`config.mk`:
```
export PLATFORM = sky130hd
export DESIGN_NAME = usb_tx_packetizer_flat
export DESIGN_NICKNAME = d
export VERILOG_FILES = /design/src/rtl/usb_pkg.sv /design/src/rtl/usb_tx_packetizer_if.sv /design/src/rtl/usb_tx_crc16.sv /design/src/rtl/usb_tx_packetizer.sv /design/src/flat_wrapper.sv
export SDC_FILE = /design/constraint.sdc
export NUM_CORES = 1
export LEC_CHECK = 0
export ABC_AREA = 1
export BUFFER_PORTS_ARGS = -buffer_cell sky130_fd_sc_hd__clkbuf_2
export CORE_MARGIN = 8
export CORE_UTILIZATION = 55
export DETAILED_ROUTE_END_ITERATION = 10
export PLACE_DENSITY = 0.78
export SETUP_SLACK_MARGIN = 0.3
export SLEW_MARGIN = 20
export SYNTH_ARGS = -nofsm -noshare
export SYNTH_HDL_FRONTEND = slang
export SYNTH_SLANG_ARGS = --single-unit
export TNS_END_PERCENT = 1
```
`constraint.sdc`:
```
create_clock -name clk -period 2.9 [get_ports clk]
set_clock_uncertainty 0.1 [all_clocks]
set_input_delay 0.145 -clock clk [delete_from_list [all_inputs] [get_ports clk]]
set_output_delay 0.145 -clock clk [all_outputs]
set_load 0.01 [all_outputs]
```
`src/rtl/usb_pkg.sv`:
```
// Shared USB transmit definitions.
//   - PID nibbles for the handshake and data packets this block sends.
//   - Transmit FSM state enum.
//   - CRC16 seed and polynomial, and the default SYNC byte.
//   - Line encodings for {dp,dm}.
//   - One serial CRC16 step function.
package usb_pkg;

  localparam logic [3:0] PID_ACK   = 4'b0010;
  localparam logic [3:0] PID_NAK   = 4'b1010;
  localparam logic [3:0] PID_DATA0 = 4'b0011;
  localparam logic [3:0] PID_DATA1 = 4'b1011;

  localparam logic [15:0] CRC_POLY = 16'h8005;
  localparam logic [15:0] CRC_INIT = 16'hFFFF;

  localparam logic [7:0] SYNC_BYTE = 8'h80;

  // {dp,dm} line encodings
  localparam logic [1:0] LINE_J   = 2'b10;
  localparam logic [1:0] LINE_K   = 2'b01;
  localparam logic [1:0] LINE_SE0 = 2'b00;

  typedef enum logic [2:0] {
    IDLE = 3'd0,
    SYNC = 3'd1,
    PID  = 3'd2,
    DATA = 3'd3,
    CRC  = 3'd4,
    EOP  = 3'd5
  } tx_state_t;

  // One serial CRC16 step.  The feedback bit is the incoming bit XOR the
  // register MSB, and the register shifts toward the MSB.
  function automatic logic [15:0] crc16_step(input logic [15:0] crc,
                                             input logic        bit_in,
                                             input logic [15:0] poly);
    logic fb;
    fb = bit_in ^ crc[15];
    return {crc[14:0], 1'b0} ^ (fb ? poly : 16'h0000);
  endfunction

endpackage

```
`src/rtl/usb_tx_packetizer_if.sv`:
```
// Request/line bundle of usb_tx_packetizer.
//   master : packet requester (drives start/pid/has_data/data, reads line)
//   slave  : the packetizer
// Signals:
//   start, pid[3:0], has_data, data[DATA_BITS-1:0]  request, latched at accept
//   corrupt_crc                                     request (only with USB_TX_CRC_CORRUPT_EN)
//   dp, dm                                          USB line pair
//   busy, done                                      packet status
//   dbg_state                                       current transmit FSM state
// Handshake: a request is accepted on any rising clk edge where start=1 and
// busy=0; the request fields are captured on that same edge. start seen
// while busy=1 is dropped. done pulses for one cycle after the packet ends.
interface usb_tx_packetizer_if
  import usb_pkg::*;
#(
  parameter int DATA_BITS = 64
);

  logic                 start;
  logic [3:0]           pid;
  logic                 has_data;
  logic [DATA_BITS-1:0] data;
`ifdef USB_TX_CRC_CORRUPT_EN
  logic                 corrupt_crc;
`endif
  logic                 dp;
  logic                 dm;
  logic                 busy;
  logic                 done;
  tx_state_t            dbg_state;

`ifdef USB_TX_CRC_CORRUPT_EN
  modport master (output start, pid, has_data, data, corrupt_crc,
                  input  dp, dm, busy, done, dbg_state);
  modport slave  (input  start, pid, has_data, data, corrupt_crc,
                  output dp, dm, busy, done, dbg_state);
`else
  modport master (output start, pid, has_data, data,
                  input  dp, dm, busy, done, dbg_state);
  modport slave  (input  start, pid, has_data, data,
                  output dp, dm, busy, done, dbg_state);
`endif

endinterface

```
`src/rtl/usb_tx_crc16.sv`:
```
// Serial CRC16 register for the transmit payload.
// Ports:
//   clk, rst_l  clock, asynchronous active-low reset (reset loads CRC_INIT)
//   clear       reload CRC_INIT (wins over enable)
//   enable      advance by one payload bit
//   bit_in      payload bit
//   crc[15:0]   current register value (uncomplemented)
module usb_tx_crc16
  import usb_pkg::*;
#(
  parameter logic [15:0] INIT = 16'hFFFF,
  parameter logic [15:0] POLY = 16'h8005
) (
  input  logic        clk,
  input  logic        rst_l,
  input  logic        clear,
  input  logic        enable,
  input  logic        bit_in,
  output logic [15:0] crc
);

  logic [15:0] r_crc;

  always_ff @(posedge clk or negedge rst_l) begin
    if (!rst_l) begin
      r_crc <= INIT;
    end else if (clear) begin
      r_crc <= INIT;
    end else if (enable) begin
      r_crc <= crc16_step(r_crc, bit_in, POLY);
    end
  end

  assign crc = r_crc;

endmodule

```
`src/rtl/usb_tx_packetizer.sv`:
```
// USB transmit packetizer: SYNC, PID, optional payload + CRC16, EOP, with
// bit stuffing and NRZI encoding onto dp/dm.
// Ports:
//   clk, rst_l  clock, asynchronous active-low reset
//   bus         usb_tx_packetizer_if.slave (start/pid/has_data/data in,
//               dp/dm/busy/done/dbg_state out)
// Build option: USB_TX_CRC_CORRUPT_EN adds bus.corrupt_crc; when it is latched
// high, bit 0 of the transmitted CRC field is inverted.
//
// Timing: the line value of a cycle is decoded combinationally from the
// current state and bit index, so the first SYNC bit is on the line in the
// cycle right after accept and reset forces J immediately.
module usb_tx_packetizer
  import usb_pkg::*;
#(
  parameter int          DATA_BITS    = 64,
  parameter logic [7:0]  SYNC_PATTERN = 8'h80,
  parameter logic [15:0] CRC_INIT     = 16'hFFFF,
  parameter logic [15:0] CRC_POLY     = 16'h8005
) (
  input logic               clk,
  input logic               rst_l,
  usb_tx_packetizer_if.slave bus
);

  // Index must cover DATA_BITS-1 and the 16 CRC bits.
  localparam int IDX_W = ($clog2(DATA_BITS) > 4) ? $clog2(DATA_BITS) : 4;

  tx_state_t            r_state;
  tx_state_t            w_state_nxt;
  logic [IDX_W-1:0]     r_idx;
  logic [IDX_W-1:0]     w_idx_nxt;
  logic [3:0]           r_pid;
  logic                 r_has_data;
  logic [DATA_BITS-1:0] r_data;
  logic [2:0]           r_stuff_cnt;
  logic                 r_lvl;
  logic                 r_done;
  logic                 r_corrupt;

  logic                 w_accept;
  logic                 w_stuff;
  logic                 w_encoded;
  logic                 w_raw_bit;
  logic                 w_line_bit;
  logic                 w_lvl;
  logic                 w_done_nxt;
  logic [1:0]           w_line;
  logic [7:0]           w_pid_byte;
  logic [15:0]          w_crc;
  logic                 w_crc_bit;
  logic                 w_crc_en;

  assign w_accept   = (r_state == IDLE) && bus.start;
  // Six line 1s in a row: the next line cycle is a stuffed 0 and the
  // bit position is held. Also applies in EOP so a run completed by the
  // last CRC bit gets its stuffed 0 before the SE0s.
  assign w_stuff    = (r_stuff_cnt == 3'd6) && (r_state != IDLE);
  assign w_pid_byte = {~r_pid, r_pid};

  assign w_crc_bit = ~w_crc[4'd15 - r_idx[3:0]]
                   ^ (r_corrupt && (r_idx[3:0] == 4'd15));

  assign w_crc_en = (r_state == DATA) && !w_stuff;

  usb_tx_crc16 #(
    .INIT (CRC_INIT),
    .POLY (CRC_POLY)
  ) u_crc (
    .clk    (clk),
    .rst_l  (rst_l),
    .clear  (w_accept),
    .enable (w_crc_en),
    .bit_in (r_data[0]),
    .crc    (w_crc)
  );

  // Next-state, raw bit and line decode
  always_comb begin
    w_state_nxt = r_state;
    w_idx_nxt   = r_idx;
    w_raw_bit   = 1'b1;
    w_encoded   = 1'b0;
    w_done_nxt  = 1'b0;
    w_line      = LINE_J;
    w_line_bit  = 1'b1;
    w_lvl       = r_lvl;

    case (r_state)
      IDLE: begin
        if (bus.start) begin
          w_state_nxt = SYNC;
          w_idx_nxt   = '0;
        end
      end
      SYNC: begin
        w_encoded = 1'b1;
        w_raw_bit = SYNC_PATTERN[r_idx[2:0]];
        if (!w_stuff) begin
          if (r_idx == IDX_W'(7)) begin
            w_state_nxt = PID;
            w_idx_nxt   = '0;
          end else begin
            w_idx_nxt = r_idx + 1'b1;
          end
        end
      end
      PID: begin
        w_encoded = 1'b1;
        w_raw_bit = w_pid_byte[r_idx[2:0]];
        if (!w_stuff) begin
          if (r_idx == IDX_W'(7)) begin
            w_state_nxt = r_has_data ? DATA : EOP;
            w_idx_nxt   = '0;
          end else begin
            w_idx_nxt = r_idx + 1'b1;
          end
        end
      end
      DATA: begin
        w_encoded = 1'b1;
        w_raw_bit = r_data[0];
        if (!w_stuff) begin
          if (r_idx == IDX_W'(DATA_BITS - 1)) begin
            w_state_nxt = CRC;
            w_idx_nxt   = '0;
          end else begin
            w_idx_nxt = r_idx + 1'b1;
          end
        end
      end
      CRC: begin
        w_encoded = 1'b1;
        w_raw_bit = w_crc_bit;
        if (!w_stuff) begin
          if (r_idx == IDX_W'(15)) begin
            w_state_nxt = EOP;
            w_idx_nxt   = '0;
          end else begin
            w_idx_nxt = r_idx + 1'b1;
          end
        end
      end
      EOP: begin
        if (w_stuff) begin
          w_encoded = 1'b1;
        end else begin
          w_line = (r_idx < IDX_W'(2)) ? LINE_SE0 : LINE_J;
          if (r_idx == IDX_W'(2)) begin
            w_state_nxt = IDLE;
            w_idx_nxt   = '0;
            w_done_nxt  = 1'b1;
          end else begin
            w_idx_nxt = r_idx + 1'b1;
          end
        end
      end
      default: begin
        w_state_nxt = IDLE;
        w_idx_nxt   = '0;
      end
    endcase

    // NRZI: a 0 toggles the level, a 1 holds it
    w_line_bit = w_raw_bit & ~w_stuff;
    w_lvl      = w_line_bit ? r_lvl : ~r_lvl;
    if (w_encoded) begin
      w_line = {w_lvl, ~w_lvl};
    end
  end

  always_ff @(posedge clk or negedge rst_l) begin
    if (!rst_l) begin
      r_state     <= IDLE;
      r_idx       <= '0;
      r_pid       <= '0;
      r_has_data  <= 1'b0;
      r_data      <= '0;
      r_stuff_cnt <= 3'd0;
      r_lvl       <= 1'b1;
      r_done      <= 1'b0;
      r_corrupt   <= 1'b0;
    end else begin
      r_state <= w_state_nxt;
      r_idx   <= w_idx_nxt;
      r_done  <= w_done_nxt;

      if (w_accept) begin
        r_pid      <= bus.pid;
        r_has_data <= bus.has_data;
        r_data     <= bus.data;
`ifdef USB_TX_CRC_CORRUPT_EN
        r_corrupt  <= bus.corrupt_crc;
`else
        r_corrupt  <= 1'b0;
`endif
      end else if ((r_state == DATA) && !w_stuff) begin
        r_data <= r_data >> 1;
      end

      // Counts line 1s; stuffed zeros clear it like any other 0.
      if (w_encoded) begin
        r_stuff_cnt <= w_line_bit ? (r_stuff_cnt + 3'd1) : 3'd0;
      end else begin
        r_stuff_cnt <= 3'd0;
      end

      // Level is only meaningful while encoding; outside that it rests at J.
      r_lvl <= w_encoded ? w_lvl : 1'b1;
    end
  end

  assign bus.dp        = w_line[1];
  assign bus.dm        = w_line[0];
  assign bus.busy      = (r_state != IDLE);
  assign bus.done      = r_done;
  assign bus.dbg_state = r_state;

endmodule
```
`src/flat_wrapper.sv`:
```
// flat-port wrapper written by rule: the top's interface ports become plain ports
module usb_tx_packetizer_flat import usb_pkg::*;
#(
  parameter int          DATA_BITS    = 64,
  parameter logic [7:0]  SYNC_PATTERN = 8'h80,
  parameter logic [15:0] CRC_INIT     = 16'hFFFF,
  parameter logic [15:0] CRC_POLY     = 16'h8005
)
  (clk, rst_l, bus_start, bus_pid, bus_has_data, bus_data, bus_dp, bus_dm, bus_busy, bus_done, bus_dbg_state);
  usb_tx_packetizer_if #(.DATA_BITS(DATA_BITS)) bus_i ();
  input logic clk;
  input logic rst_l;
  input wire logic [$bits(bus_i.start)-1:0] bus_start;
  input wire logic [$bits(bus_i.pid)-1:0] bus_pid;
  input wire logic [$bits(bus_i.has_data)-1:0] bus_has_data;
  input wire logic [$bits(bus_i.data)-1:0] bus_data;
  output wire logic [$bits(bus_i.dp)-1:0] bus_dp;
  output wire logic [$bits(bus_i.dm)-1:0] bus_dm;
  output wire logic [$bits(bus_i.busy)-1:0] bus_busy;
  output wire logic [$bits(bus_i.done)-1:0] bus_done;
  output wire logic [$bits(bus_i.dbg_state)-1:0] bus_dbg_state;
  assign bus_i.start = bus_start;
  assign bus_i.pid = bus_pid;
  assign bus_i.has_data = bus_has_data;
  assign bus_i.data = bus_data;
  assign bus_dp = bus_i.dp;
  assign bus_dm = bus_i.dm;
  assign bus_busy = bus_i.busy;
  assign bus_done = bus_i.done;
  assign bus_dbg_state = bus_i.dbg_state;
  usb_tx_packetizer #(.DATA_BITS(DATA_BITS), .SYNC_PATTERN(SYNC_PATTERN), .CRC_INIT(CRC_INIT), .CRC_POLY(CRC_POLY)) u_core (.clk(clk), .rst_l(rst_l), .bus(bus_i));
endmodule
```
# Word level (Yosys, flattened, before mapping)
# Memories as Yosys holds them, arrays and structs flattened.
# Index checks and enable logic that the tools add are counted.
op_classes:
  eq_ne: 22
  shift: 0
  magnitude_cmp: 3
  n_addsub: 3
  multipliers: 0
  mux: 47
  n_bitwise: 8
  n_reduce_logical: 11
  div: 0
ops:
  columns: ["operator", "n"]
  rows:
  - ["64-bit 2-to-1 mux", 2]
  - ["6-bit 2-to-1 mux", 9]
  - ["16-bit 2-to-1 mux", 3]
  - ["3-bit 2-to-1 mux", 14]
  - ["6-bit one-hot mux with 5 select lines", 1]
  - ["3-bit one-hot mux with 6 select lines", 1]
  - ["2-bit inequality test (second input constant)", 8]
  - ["16-bit bitwise XOR", 1]
  - ["11-bit AND reduction", 1]
  - ["3-bit equality test (second input constant)", 3]
  - ["1-bit 2-to-1 mux", 9]
  - ["2-bit 2-to-1 mux", 4]
  - ["2-bit by 1-bit inequality test with 1-bit output (second input constant)", 4]
  - ["6-bit by 1-bit adder with 6-bit output (second input constant)", 1]
  - ["3-bit by 2-bit equality test with 1-bit output (second input constant)", 2]
  - ["6-bit by 2-bit equality test with 1-bit output (second input constant)", 1]
  - ["6-bit by 3-bit equality test with 1-bit output (second input constant)", 1]
  - ["6-bit by 4-bit equality test with 1-bit output (second input constant)", 1]
  - ["6-bit equality test (second input constant)", 1]
  - ["6-bit by 2-bit less-than comparator with 1-bit output (second input constant)", 1]
  - ["4-bit by 5-bit less-than comparator with 1-bit output (second input constant)", 1]
  - ["5-bit AND reduction", 1]
  - ["1-bit binary-select mux with 4-bit select", 1]
  - ["3-bit by 4-bit less-than comparator with 1-bit output (second input constant)", 1]
  - ["other kinds (17)", 22]
totals:
  ramBits: 0
  latch_bits: 0
  memories: 1
  elab_cells: 104
  out_inout_bits: 7
  regBits: 99
  rom_bits: 8
  in_bits: 72
memory_table:
  columns: ["name", "depth", "width", "rd", "rd_ports_with_merged_regs", "write_ports", "line", "source"]
  rows:
  - ["(name not given)", 8, 1, 1, 0, 0, "usb_tx_packetizer.sv:98", "w_raw_bit = SYNC_PATTERN[r_idx[2:0]];"]

# Logic depth before layout (Yosys ltp)
# Gate-level depths: netlist of run 1.
depth:
  depth_word: 9
  mapped_depth: 14
  depth_no_buf: 14

# By module
# A second synthesis of run 1 with hierarchy kept.
unflattened:
  hier_cells: 620
  hier_area_um2: 4929.7
by_module_without_submodules:
  columns: ["module", "area_per_inst_um2", "cells_each", "seq_area_each_um2", "instances"]
  rows:
  - ["usb_tx_packetizer", 4181.5, 552, 2078.2, 1]
  - ["usb_tx_crc16", 748.2, 68, 420.4, 1]

# Worst setup path after synthesis of run 1
# No wires, ideal clock.
synth_path:
  path_kind: "register to output"
  startpoint: "register u_core.r_idx[1]"
  endpoint: "output port bus_dm"
  t_required_ps: 2655
  t_arrival_ps: 1554
  path_slack_ps: 1101
  path_stages_with_launch: 14
  path_buffers: 0
  path_cell_list: "dfrtp_1 > ha_1 > ha_1 > inv_1 > nor2_1 > nor3_1 > nand2_1 > inv_1 > nand2_1 > nand2_1 > nand2_1 > nand2_1 > nand2_1 > inv_1"
synth_via:
  elab_chain_cells: 9
  word_cells_on_any_way: 13
  cone_classes: "add/sub: 1; mux: 8; bitwise: 3; memory: 1"
synth_lines:
  columns: ["item", "line", "source"]
  rows:
  - ["start, declared", "usb_tx_packetizer.sv:31", "logic [IDX_W-1:0] r_idx;"]
  - ["start signal, assigned", "usb_tx_packetizer.sv:185", "r_idx <= w_idx_nxt;"]
  - ["4-bit subtractor", "usb_tx_packetizer.sv:61", "assign w_crc_bit = ~w_crc[4'd15 - r_idx[3:0]]"]
  - ["1-bit binary-select mux with 4-bit select", "usb_tx_packetizer.sv:61", null]
  - ["1-bit 2-to-1 mux (implied by the code)", "usb_tx_packetizer.sv:61", null]
  - ["1-bit NOT", "usb_tx_packetizer.sv:61", null]
  - ["1-bit one-hot mux with 4 select lines *", "usb_tx_packetizer.sv:89", "case (r_state)"]
  - ["1-bit AND *", "usb_tx_packetizer.sv:165", "w_line_bit = w_raw_bit & ~w_stuff;"]
  - ["1-bit 2-to-1 mux *", "usb_tx_packetizer.sv:166", "w_lvl = w_line_bit ? r_lvl : ~r_lvl;"]
  - ["1-bit NOT *", "usb_tx_packetizer.sv:168", "w_line = {w_lvl, ~w_lvl};"]
  - ["2-bit 2-to-1 mux *", "usb_tx_packetizer.sv:167", "if (w_encoded) begin"]
  - ["end, declared", "flat_wrapper.sv:18", "output wire logic [$bits(bus_i.dm)-1:0] bus_dm;"]
# Every way passes the cells marked *; elsewhere a longest branch is shown, timed or not. The select of a mux whose other input is x is not followed.

# Worst setup path after layout of run 1
layout_path:
  startpoint: "register u_core.r_idx[0]"
  endpoint: "output port bus_dm"
# Same word-level chain as after synthesis.

==> results of run 1 <==
-- cell usage in the layout, fill, tap and decap left out, types with 2 or more instances in the layout --
cell | Yosys | final
nor2_1 | 20 | 19
nor2_8 | 2 | 2
nor3_1 | 5 | 5
nand2_1 | 208 | 207
clkinvlp_4 | 0 | 2
inv_2 | 8 | 8
inv_6 | 0 | 3
buf_4 | 9 | 13
nand3_1 | 49 | 49
a22oi_2 | 10 | 10
a21oi_1 | 11 | 11
clkbuf_2 | 0 | 77
inv_1 | 42 | 41
o21ai_0 | 13 | 13
dfrtp_2 | 0 | 2
nor3b_2 | 2 | 2
o211ai_1 | 55 | 55
dfstp_2 | 17 | 17
dlygate4sd3_1 | 0 | 70
ha_1 | 4 | 4
nor2_2 | 2 | 2
clkbuf_8 | 0 | 10
nand2_2 | 2 | 3
o21ai_1 | 2 | 2
dfrtp_1 | 82 | 80
xor2_1 | 3 | 3
-- metrics by stage --
| stage | hold slack [ns] | utilization (%) | instances |
|---|---|---|---|
| 2_1_floorplan | -0.251 | - | 574 |
| 3_3_place_gp | 0.0772 | 61.3 | 738 |
| 3_5_place_dp | 0.0807 | 61.3 | 738 |
| 4_1_cts | 0.213 | 71.6 | 824 |
| 5_1_grt | 0.234 | 72.1 | 829 |
| 6_report | 0.212 | 72.1 | 829 |
-- report_power, final --
part / internal [W] / total [W] / leakage (nW) / switching [W]
Sequential: 0.00201 / 0.00231 / 1.21 / 0.000304
Combinational: 0.000900 / 0.00244 / 1.68 / 0.00154
Clock: 0.000343 / 0.000836 / 0.0897 / 0.000493
Total: 0.00325 / 0.00559 / 2.97 / 0.00234
-- per-layer routing --
layer | vias to the layer above | track usage, %
li1 | 2178 | -
met1 | 2174 | 29.1
met2 | 137 | 36.8
met3 | 17 | 4.83
met4 | 0 | 7.04
met5 | - | 0
-- sequential cells by signal, indices dropped and copies added, names as in the netlist, 3 cells and up --
| name | count |
|---|---|
| u_core.r_pid | 4 |
| u_core.r_idx | 6 |
| u_core.r_stuff_cnt | 3 |
| u_core.bus.dbg_state | 3 |
| u_core.r_data | 64 |
| u_core.u_crc.crc | 16 |
-- synth_stat cells, types with 6 or more instances --
cell type	number	area (µm²)
nand2_1	208	781
clkbuf_1	6	22.5
o21ai_0	13	65.1
inv_2	8	30.0
buf_2	7	35.0
a22oi_2	10	125
inv_1	42	158
dfrtp_1	82	2050
o211ai_1	55	413
buf_1	6	22.5
a21oi_1	11	55.1
nand3_1	49	245
nor2_1	20	75.1
dfstp_2	17	447
buf_4	9	67.6
-- what timing repair did --
item / in CTS / in global routing
hold buffers: 70 / 0
gates resized for setup: 1 / 6
pin swaps: 0 / 1
endpoints found under the setup margin: 1 / 6
setup buffers: 0 / 5
cloned: 0 / 0
endpoints found under the hold margin: 96 / 0
-- worst max-delay path, cell delays in order (launching register included) --
cell and delay [ns]:
dfrtp_2 0.44, ha_1 0.24, ha_1 0.20, inv_1 0.05, nor2_1 0.05, nor3_1 0.14
nand2_1 0.07, inv_1 0.05, nand2_1 0.08, nand2_1 0.08, nand2_1 0.06, nand2_1 0.06
nand2_1 0.07, inv_1 0.07, clkbuf_2 0.13
-- cell type report --
cell class	instances	area, µm²
tap	108	135
multi-input combinational	396	2030
fill	621	2410
sequential	99	2500
timing repair buffer	160	1180
clock inverter	6	46.3
inverter	50	190
clock buffer	10	138
-- how the worst max path moves through the flow --
stage | from | endpoint
5_1_grt | u_core.r_idx[0]$_DFFE_PN0P_ | bus_dm
2_1_floorplan | u_core.r_idx[1]$_DFFE_PN0P_ | bus_dm
3_5_place_dp | u_core.bus.dbg_state[2]$_DFFE_PN0P_ | u_core.r_data[52]$_DFFE_PN0P_
3_3_place_gp | u_core.bus.dbg_state[2]$_DFFE_PN0P_ | u_core.r_data[10]$_DFFE_PN0P_
6_report | u_core.r_idx[0]$_DFFE_PN0P_ | bus_dm
4_1_cts | u_core.r_idx[0]$_DFFE_PN0P_ | bus_dm
-- cells by family (layout without fill, tap and decap cells) --
family,after synthesis,after routing,synth area share [%]
compound gates,96,96,14.5
xor+xnor,4,4,0.720
fa+ha+maj,4,4,1.03
buf+inv,79,226,7.12
flops,99,99,51.3
simple gates,292,292,25.3
==> flow_metrics.env, run 1 <==
export IMPL_grt_overflow=0
export IMPL_antenna_found_initial=0
export IMPL_track_usage_pct=22.4
export IMPL_placed_area_um2=5300
export IMPL_grt_max_degree=75
export IMPL_clkSinkCount=99
export IMPL_syn_cell_area_um2=4870
export IMPL_drt_vias_per_instance=5.44
export IMPL_design_area_um2=6230
export IMPL_max_freq_ghz=0.420
export IMPL_die_w_um=110
export IMPL_max_cap_violations=0
export IMPL_drive_above_1_share_pct=21.5
export IMPL_dp_slack_ns=0.544
export IMPL_rows=34
export IMPL_crit_type="flop to output pin"
export IMPL_clk_latency_ns=0.36
export IMPL_start_util_pct=56.4
export IMPL_status="complete, no violations"
export IMPL_r2r_end="u_core.r_data[12]$_DFFE_PN0P_"
export IMPL_synth_cells=574
export IMPL_core_area_um2=8640
export IMPL_setup_slack_ns=0.517
export IMPL_cts_tree="built"
export IMPL_p_leak_nw=2.97
export IMPL_regToRegSetupSlack_ns=0.61
export IMPL_fin_nets=792
export IMPL_report_final_slew_viol_count=0
export IMPL_ys_seq_area_share_pct=51.3
export IMPL_setup_tns_ns=0
export IMPL_path_max_fanout=4
export IMPL_cts_root_buffer="clkbuf_8"
export IMPL_grt_pass1_vias=4716
export IMPL_clk_path_buf_depth=2
export IMPL_fp_dieH_um=110
export IMPL_cts_htree_levels=3
export IMPL_hold_viol_final=0
export IMPL_wl_met3_um=689
export IMPL_period_needed_ns=2.38
export IMPL_post_drt_wl_per_cell_um=15.2
export IMPL_portBuffers=78
export IMPL_drtIter0Drc=385
export IMPL_antenna_diode_count=0
export IMPL_via_count=4506
export IMPL_top_layer="met4"
export IMPL_synth_ff_type="dfrtp_1"
export IMPL_relSlewSlack_pct=47.7
export IMPL_power_density_nw_per_um2=898
export IMPL_route_met2_wl_um=6160
export IMPL_rsz0062_at_grt="yes"
export IMPL_critPathCaptureType="output pin"
export IMPL_cts_inserted_buffers=9
export IMPL_met1_length_um=5510
export IMPL_drt_pass1_iter_count=5
export IMPL_syn_avg_cell_area_um2=8.48
export IMPL_r2r_start="u_core.bus.dbg_state[2]$_DFFE_PN0P_"
export IMPL_setup_viol=0
export IMPL_total_power_w=0.00559
export IMPL_antenna_left=0
export IMPL_fin_crit_sh_pct=82.2
export IMPL_start_kind="flop"
export IMPL_syn_nets=650
export IMPL_wl_um=12600
export IMPL_gp_congestion=0.870
export IMPL_synth_warnings=0
export IMPL_die_area_um2=12100
export IMPL_syn_to_final_growth_pct=27.9
export IMPL_yosysUniqueCellTypes=32
export IMPL_ys_ff_latch=99
export IMPL_r2r_cells=8
export IMPL_ioPinCount=79
export IMPL_drc=0
export IMPL_clk_pin_slew_ns=0.10
export IMPL_tightest_slew_ns=0.784
export IMPL_dp_final_hpwl_um=7650
export IMPL_async_flop_share_pct=100
export IMPL_hp_class="primary input to asynchronous set/reset pin"
export IMPL_cp_required_ns=2.65
export IMPL_grt_pass1_wl_um=21900
export IMPL_crit_arrival_ns=2.14
export IMPL_synth_edf_count=0
export IMPL_ir_drop_v=0.000407
(Power assumes the default switching activity.)
==> run 2, diff against run 1 <==
Settings changed: CORE_UTILIZATION 55 to 51, PLACE_DENSITY 0.78 to 0.76.
Clock period 2.9 ns to 1.97 ns, I/O delays scaled along.
==> flow_metrics.env, run 2 (same netlist as run 1, synthesis figures left out) <==
export IMPL_start_util_pct=52.7
export IMPL_wl_um=14400
export IMPL_setup_slack_ns=-0.255
export IMPL_setup_viol=3
export IMPL_multi_input_area_um2=2420
export IMPL_syn_to_final_growth_pct=40.8
export IMPL_top_register="u_core.r_data"
export IMPL_seq_power_share_pct=37.4
export IMPL_antenna_found_initial=2
export IMPL_drtIter0Drc=375
export IMPL_hold_viol_final=0
export IMPL_path_max_fanout=6
export IMPL_grt_max_degree=75
export IMPL_max_cap_violations=0
export IMPL_track_usage_pct=21.3
export IMPL_start_kind="flop"
export IMPL_ir_drop_v=0.000657
export IMPL_drc=0
export IMPL_dp_final_hpwl_um=8000
export IMPL_grt_pass1_wl_um=22400
export IMPL_grt_overflow=0
export IMPL_register_area_um2=2500
export IMPL_relSlewSlack_pct=68.0
export IMPL_cp_required_ns=1.77
export IMPL_tightest_slew_ns=0.480
export IMPL_p_leak_nw=3.26
export IMPL_violations="setup timing"
export IMPL_cts_htree_levels=3
export IMPL_grt_pass1_vias=4699
export IMPL_drt_pass1_iter_count=5
export IMPL_report_final_slew_viol_count=0
export IMPL_placed_area_um2=5460
export IMPL_cts_root_buffer="clkbuf_8"
export IMPL_via_count=4744
export IMPL_critPathCaptureType="output pin"
export IMPL_clk_path_buf_depth=2
export IMPL_final_common_cell="nand2_1"
export IMPL_core_area_um2=9240
export IMPL_fp_dieH_um=114
export IMPL_p_int_w=0.00537
export IMPL_regToRegSetupSlack_ns=-0.16
export IMPL_drt_vias_per_instance=5.48
export IMPL_layout_common_cells="nand2_1, dfrtp_1, clkbuf_2"
export IMPL_die_w_um=114
export IMPL_crit_arrival_ns=2.03
export IMPL_ioPinCount=79
export IMPL_rows=35
export IMPL_status="complete, but fails checks"
export IMPL_clkSinkCount=99
export IMPL_crit_type="flop to output pin"
export IMPL_post_drt_wl_per_cell_um=16.7
export IMPL_cts_tree="built"
export IMPL_clk_pin_slew_ns=0.10
export IMPL_power_density_nw_per_um2=1370
export IMPL_period_needed_ns=2.22
export IMPL_fin_crit_sh_pct=113
export IMPL_switching_share_pct=42.8
export IMPL_portBuffers=78
export IMPL_cts_inserted_buffers=9
export IMPL_clkPwrFrac_pct=13.0
export IMPL_max_freq_ghz=0.449
export IMPL_rsz0062_at_grt="yes"
export IMPL_clk_latency_ns=0.36
export IMPL_hp_class="primary input to asynchronous set/reset pin"
export IMPL_total_power_w=0.00939
export IMPL_gp_congestion=0.927
export IMPL_fill_cells=603
export IMPL_die_area_um2=12900
export IMPL_fin_nets=805
export IMPL_drive_above_1_share_pct=33.9
export IMPL_largest_reg_flops=64
export IMPL_net_switching_power_w=0.00402
export IMPL_p_comb_share_pct=49.5
export IMPL_design_area_um2=6860
export IMPL_antenna_left=0
## run 2: changes by cell type in the layout (fill, tap and decap cells not counted), moves of 6 or more
cell,previous run,this run
nand2_1,207,153
nand3_2,0,10
nand3_1,49,39
o21ai_0,13,4
nand2_2,3,32
nand2_4,0,25
o21ai_1,2,8
## run 2: worst paths after layout
path                                                     startpoint                                to  cells after the start
worst min register to register      u_core.r_stuff_cnt[0]$_DFF_PN0_   u_core.r_stuff_cnt[0]$_DFF_PN0_                      1
worst min-delay path                                          rst_l     u_core.r_data[51]$_DFFE_PN0P_                      2
worst max-delay path            u_core.bus.dbg_state[0]$_DFFE_PN0P_                            bus_dm                     13
worst max register to register          u_core.r_idx[0]$_DFFE_PN0P_            u_core.r_lvl$_DFF_PN1_                     16
max in group asynchronous                                     rst_l  u_core.u_crc.crc[12]$_DFFE_PN1P_                      3
min in group clk                                          bus_start       u_core.r_idx[4]$_DFFE_PN0P_                      6
## run 2: power groups by stage
| stage | clock, W | combinational, W | sequential, W |
|---|---|---|---|
| finish | 0.00122 | 0.00465 | 0.00351 |
| global route | 0.00131 | 0.00510 | 0.00359 |
| CTS | 0.00124 | 0.00406 | 0.00340 |
| detailed placement | 0 | 0.00366 | 0.00342 |
| global placement | 0 | 0.00352 | 0.00338 |
| floorplan | 0 | 0.00271 | 0.00331 |
## run 2: cell type report
cell class | instances | share of cell area, %
timing repair buffer | 173 | 20.3
antenna | 2 | 0.0730
clock inverter | 4 | 0.456
tap | 129 | 2.35
clock buffer | 12 | 2.12
sequential | 99 | 36.5
multi-input combinational | 396 | 35.3
inverter | 50 | 2.88
## run 2: critical path, stage by stage, from the launching register on
cell,delay [ns]
dfrtp_2,0.46
inv_1,0.17
a21oi_1,0.10
nor2_1,0.25
nor3_2,0.08
nand2_1,0.09
inv_2,0.04
nand2_2,0.06
nand2_1,0.05
nand2_1,0.07
nand2_1,0.07
nand2_2,0.07
inv_2,0.04
buf_8,0.11
## run 2: per-stage QoR
stage | hold slack [ns] | setup TNS, ns | util (%) | cells | setup WS (ns)
finish | 0.121 | -0.644 | 74.2 | 865 | -0.255
global route | 0.171 | -1.12 | 74.2 | 865 | -0.356
CTS | 0.133 | -0.542 | 70.2 | 861 | -0.228
detailed placement | -0.0104 | 0 | 59.1 | 767 | 0.0341
global placement | -0.0145 | 0 | 59.1 | 767 | 0.102
floorplan | -0.297 | 0 | - | 574 | 0.294
## run 2: what timing repair did
action / CTS / global route
setup endpoints to repair: 94 / 99
pin swaps: 15 / 77
resized for setup: 28 / 107
hold buffers: 70 / 0
setup buffers: 8 / 2
endpoints found under the hold margin: 103 / 0
## run 2: layer usage
layer  routed length, µm  track usage, %  vias up  part of all wire (%)
met3                 835            4.28       43                   5.8
met4                 460            9.77        0                   3.2
met5                   0               0        -                     0
li1                    -               -     2206                     -
met1                5730            25.6     2302                    40
met2                7400            36.1      193                    51
==> run 3, diff against run 2 <==
Settings changed: ABC_AREA 1 to default.
==> flow_metrics.env, run 3 <==
export IMPL_route_met2_wl_um=7220
export IMPL_antenna_diode_count=0
export IMPL_via_count=4666
export IMPL_cts_htree_levels=3
export IMPL_grt_overflow=0
export IMPL_setup_tns_ns=-1.40
export IMPL_clk_latency_ns=0.37
export IMPL_placed_cells=726
export IMPL_ir_drop_v=0.000430
export IMPL_clkSinkCount=99
export IMPL_report_final_slew_viol_count=0
export IMPL_die_area_um2=12600
export IMPL_cts_tree="built"
export IMPL_fin_crit_sh_pct=132
export IMPL_syn_avg_cell_area_um2=9.07
export IMPL_violations="setup timing"
export IMPL_path_max_fanout=6
export IMPL_grt_pass1_vias=4890
export IMPL_max_cap_violations=0
export IMPL_post_drt_wl_per_cell_um=17.1
export IMPL_wl_met3_um=783
export IMPL_period_needed_ns=2.60
export IMPL_crit_arrival_ns=2.41
export IMPL_synth_common_cells="nand2_1, dfrtp_1, nor2_1"
export IMPL_start_kind="flop"
export IMPL_met1_length_um=5630
export IMPL_wl_um=13900
export IMPL_setup_slack_ns=-0.634
export IMPL_dp_final_hpwl_um=8000
export IMPL_antenna_left=0
export IMPL_critPathCaptureType="output pin"
export IMPL_ys_seq_area_share_pct=52.8
export IMPL_top_layer="met4"
export IMPL_synth_top_area_share_pct=43.4
export IMPL_final_instance_count_excl_fill=813
export IMPL_portBuffers=78
export IMPL_top_register="u_core.r_data"
export IMPL_cts_root_buffer="clkbuf_8"
export IMPL_relSlewSlack_pct=62.0
export IMPL_async_flop_share_pct=100
export IMPL_status="complete, but fails checks"
export IMPL_largest_reg_flops=64
export IMPL_setup_viol=8
export IMPL_syn_nets=598
export IMPL_antenna_found_initial=0
export IMPL_tightest_slew_ns=0.570
export IMPL_syn_cell_area_um2=4730
export IMPL_die_w_um=112
export IMPL_track_usage_pct=22.6
export IMPL_fp_dieH_um=112
export IMPL_gp_congestion=0.943
export IMPL_synth_top_area_cell="dfrtp_1"
export IMPL_placed_area_um2=5640
export IMPL_drtIter0Drc=343
export IMPL_synth_cells=522
export IMPL_grt_pass1_wl_um=23500
export IMPL_synth_ff_type="dfrtp_1"
export IMPL_clk_path_buf_depth=2
export IMPL_ys_ff_latch=99
export IMPL_hold_viol_final=0
export IMPL_yosysUniqueCellTypes=47
export IMPL_rsz0062_at_grt="yes"
export IMPL_power_density_nw_per_um2=523
export IMPL_drc=0
export IMPL_dp_slack_ns=-0.334
export IMPL_cts_inserted_buffers=9
export IMPL_drt_vias_per_instance=5.74
export IMPL_design_area_um2=6790
export IMPL_fin_nets=773
export IMPL_ioPinCount=79
export IMPL_crit_type="flop to output pin"
export IMPL_drive_above_1_share_pct=31.3
export IMPL_final_common_cell="nand2_1"
export IMPL_drt_pass1_iter_count=5
export IMPL_max_freq_ghz=0.384
export IMPL_hp_class="primary input to flop"
export IMPL_clk_pin_slew_ns=0.11
export IMPL_synth_edf_count=0
export IMPL_cp_required_ns=1.77
export IMPL_p_leak_nw=3.22
export IMPL_synth_area_top_cells="dfrtp_1, nand2_1, dfstp_2"
export IMPL_syn_to_final_growth_pct=43.4
export IMPL_layout_common_cells="nand2_1, dfrtp_1, clkbuf_2"
export IMPL_hold_slack_ns=0.0672
export IMPL_core_area_um2=9110
export IMPL_start_util_pct=52.0
export IMPL_synth_warnings=0
export IMPL_yosysMostFrequentCell="nand2_1"
export IMPL_grt_max_degree=47
export IMPL_rows=35
==> run 3: cell count changes in the layout (fill, tap and decap cells not counted), sizes merged, moves of 11 or more <==
cell	delta
o211ai	-54
nand2	-49
a31oi	+46
inv	-43
nand3	-38
nor2	+37
buf	+30
o21ai	-11
==> run 3: cell type report <==
cell class,count,area [µm²]
well taps,111,139
multi-input cells,378,2270
fillers,588,2320
inverters,5,18.8
flip-flops and latches,99,2500
repair buffers,204,1660
clock inverters,7,67.6
clock buffers,9,124
==> run 3: stage by stage <==
| step | power, W | utilization [%] |
|---|---|---|
| floorplan | 0.00207 | - |
| global placement | 0.00219 | 61.9 |
| detailed placement | 0.00219 | 61.9 |
| CTS | 0.00358 | 73.4 |
| global route | 0.00367 | 74.5 |
| finish | 0.00355 | 74.5 |
==> run 3: final timing paths <==
path	from	to	slack [ns]	cells after the start
min in group asynchronous	rst_l	u_core.r_idx[2]$_DFFE_PN0P_	0.17	2
worst max-delay path	u_core.r_idx[0]$_DFFE_PN0P_	bus_dp	-0.63	9
worst min-delay path	bus_start	u_core.u_crc.crc[3]$_DFFE_PN1P_	0.07	3
max in group asynchronous	rst_l	u_core.r_data[29]$_DFFE_PN0P_	0.91	3
worst min register to register	u_core.r_data[35]$_DFFE_PN0P_	u_core.r_data[35]$_DFFE_PN0P_	0.39	2
worst max register to register	u_core.r_idx[0]$_DFFE_PN0P_	u_core.bus.dbg_state[1]$_DFFE_PN0P_	-0.06	8
==> run 3: worst max-delay path, stage by stage (launching register included) <==
cell,delay (ns)
dfrtp_2,0.47
ha_4,0.17
ha_1,0.14
mux2i_1,0.06
a221o_1,0.31
a31oi_1,0.20
a31o_4,0.14
mux2_4,0.31
o41a_4,0.11
clkbuf_2,0.13
==> run 3: routing by layer <==
layer | up-vias | track usage (%)
met5 | - | 0
met4 | 0 | 7.55
met3 | 31 | 5.96
met2 | 183 | 38.1
met1 | 2310 | 27.4
li1 | 2142 | -
==> run 3: report_power, final <==
group / switching, W / internal, W / leakage, nW
clock: 0.000783 / 0.000493 / 0.0993
sequential: 0 / 0.00203 / 1.10
combinational: 0.0000958 / 0.000147 / 2.02
==> run 3: cells by family after synthesis <==
family                     Yosys count  synth area share, %
and+or+nand+nor                    249                 20.9
muxes                               11                 3.86
adders and majority gates            4                 1.06
xor gates and xnor gates             7                 1.30
AOI/OAI and AO/OA                  107                 16.0
buffers and inverters               45                 4.10
DFF                                 99                 52.8
==> run 3: what timing repair did <==
action | in CTS | in global routing
pin swaps | 9 | 7
setup endpoints to repair | 101 | 96
hold endpoints to repair | 109 | 0
resized for setup | 30 | 26
hold buffers | 70 | 0
buffers inserted | 1 | 0
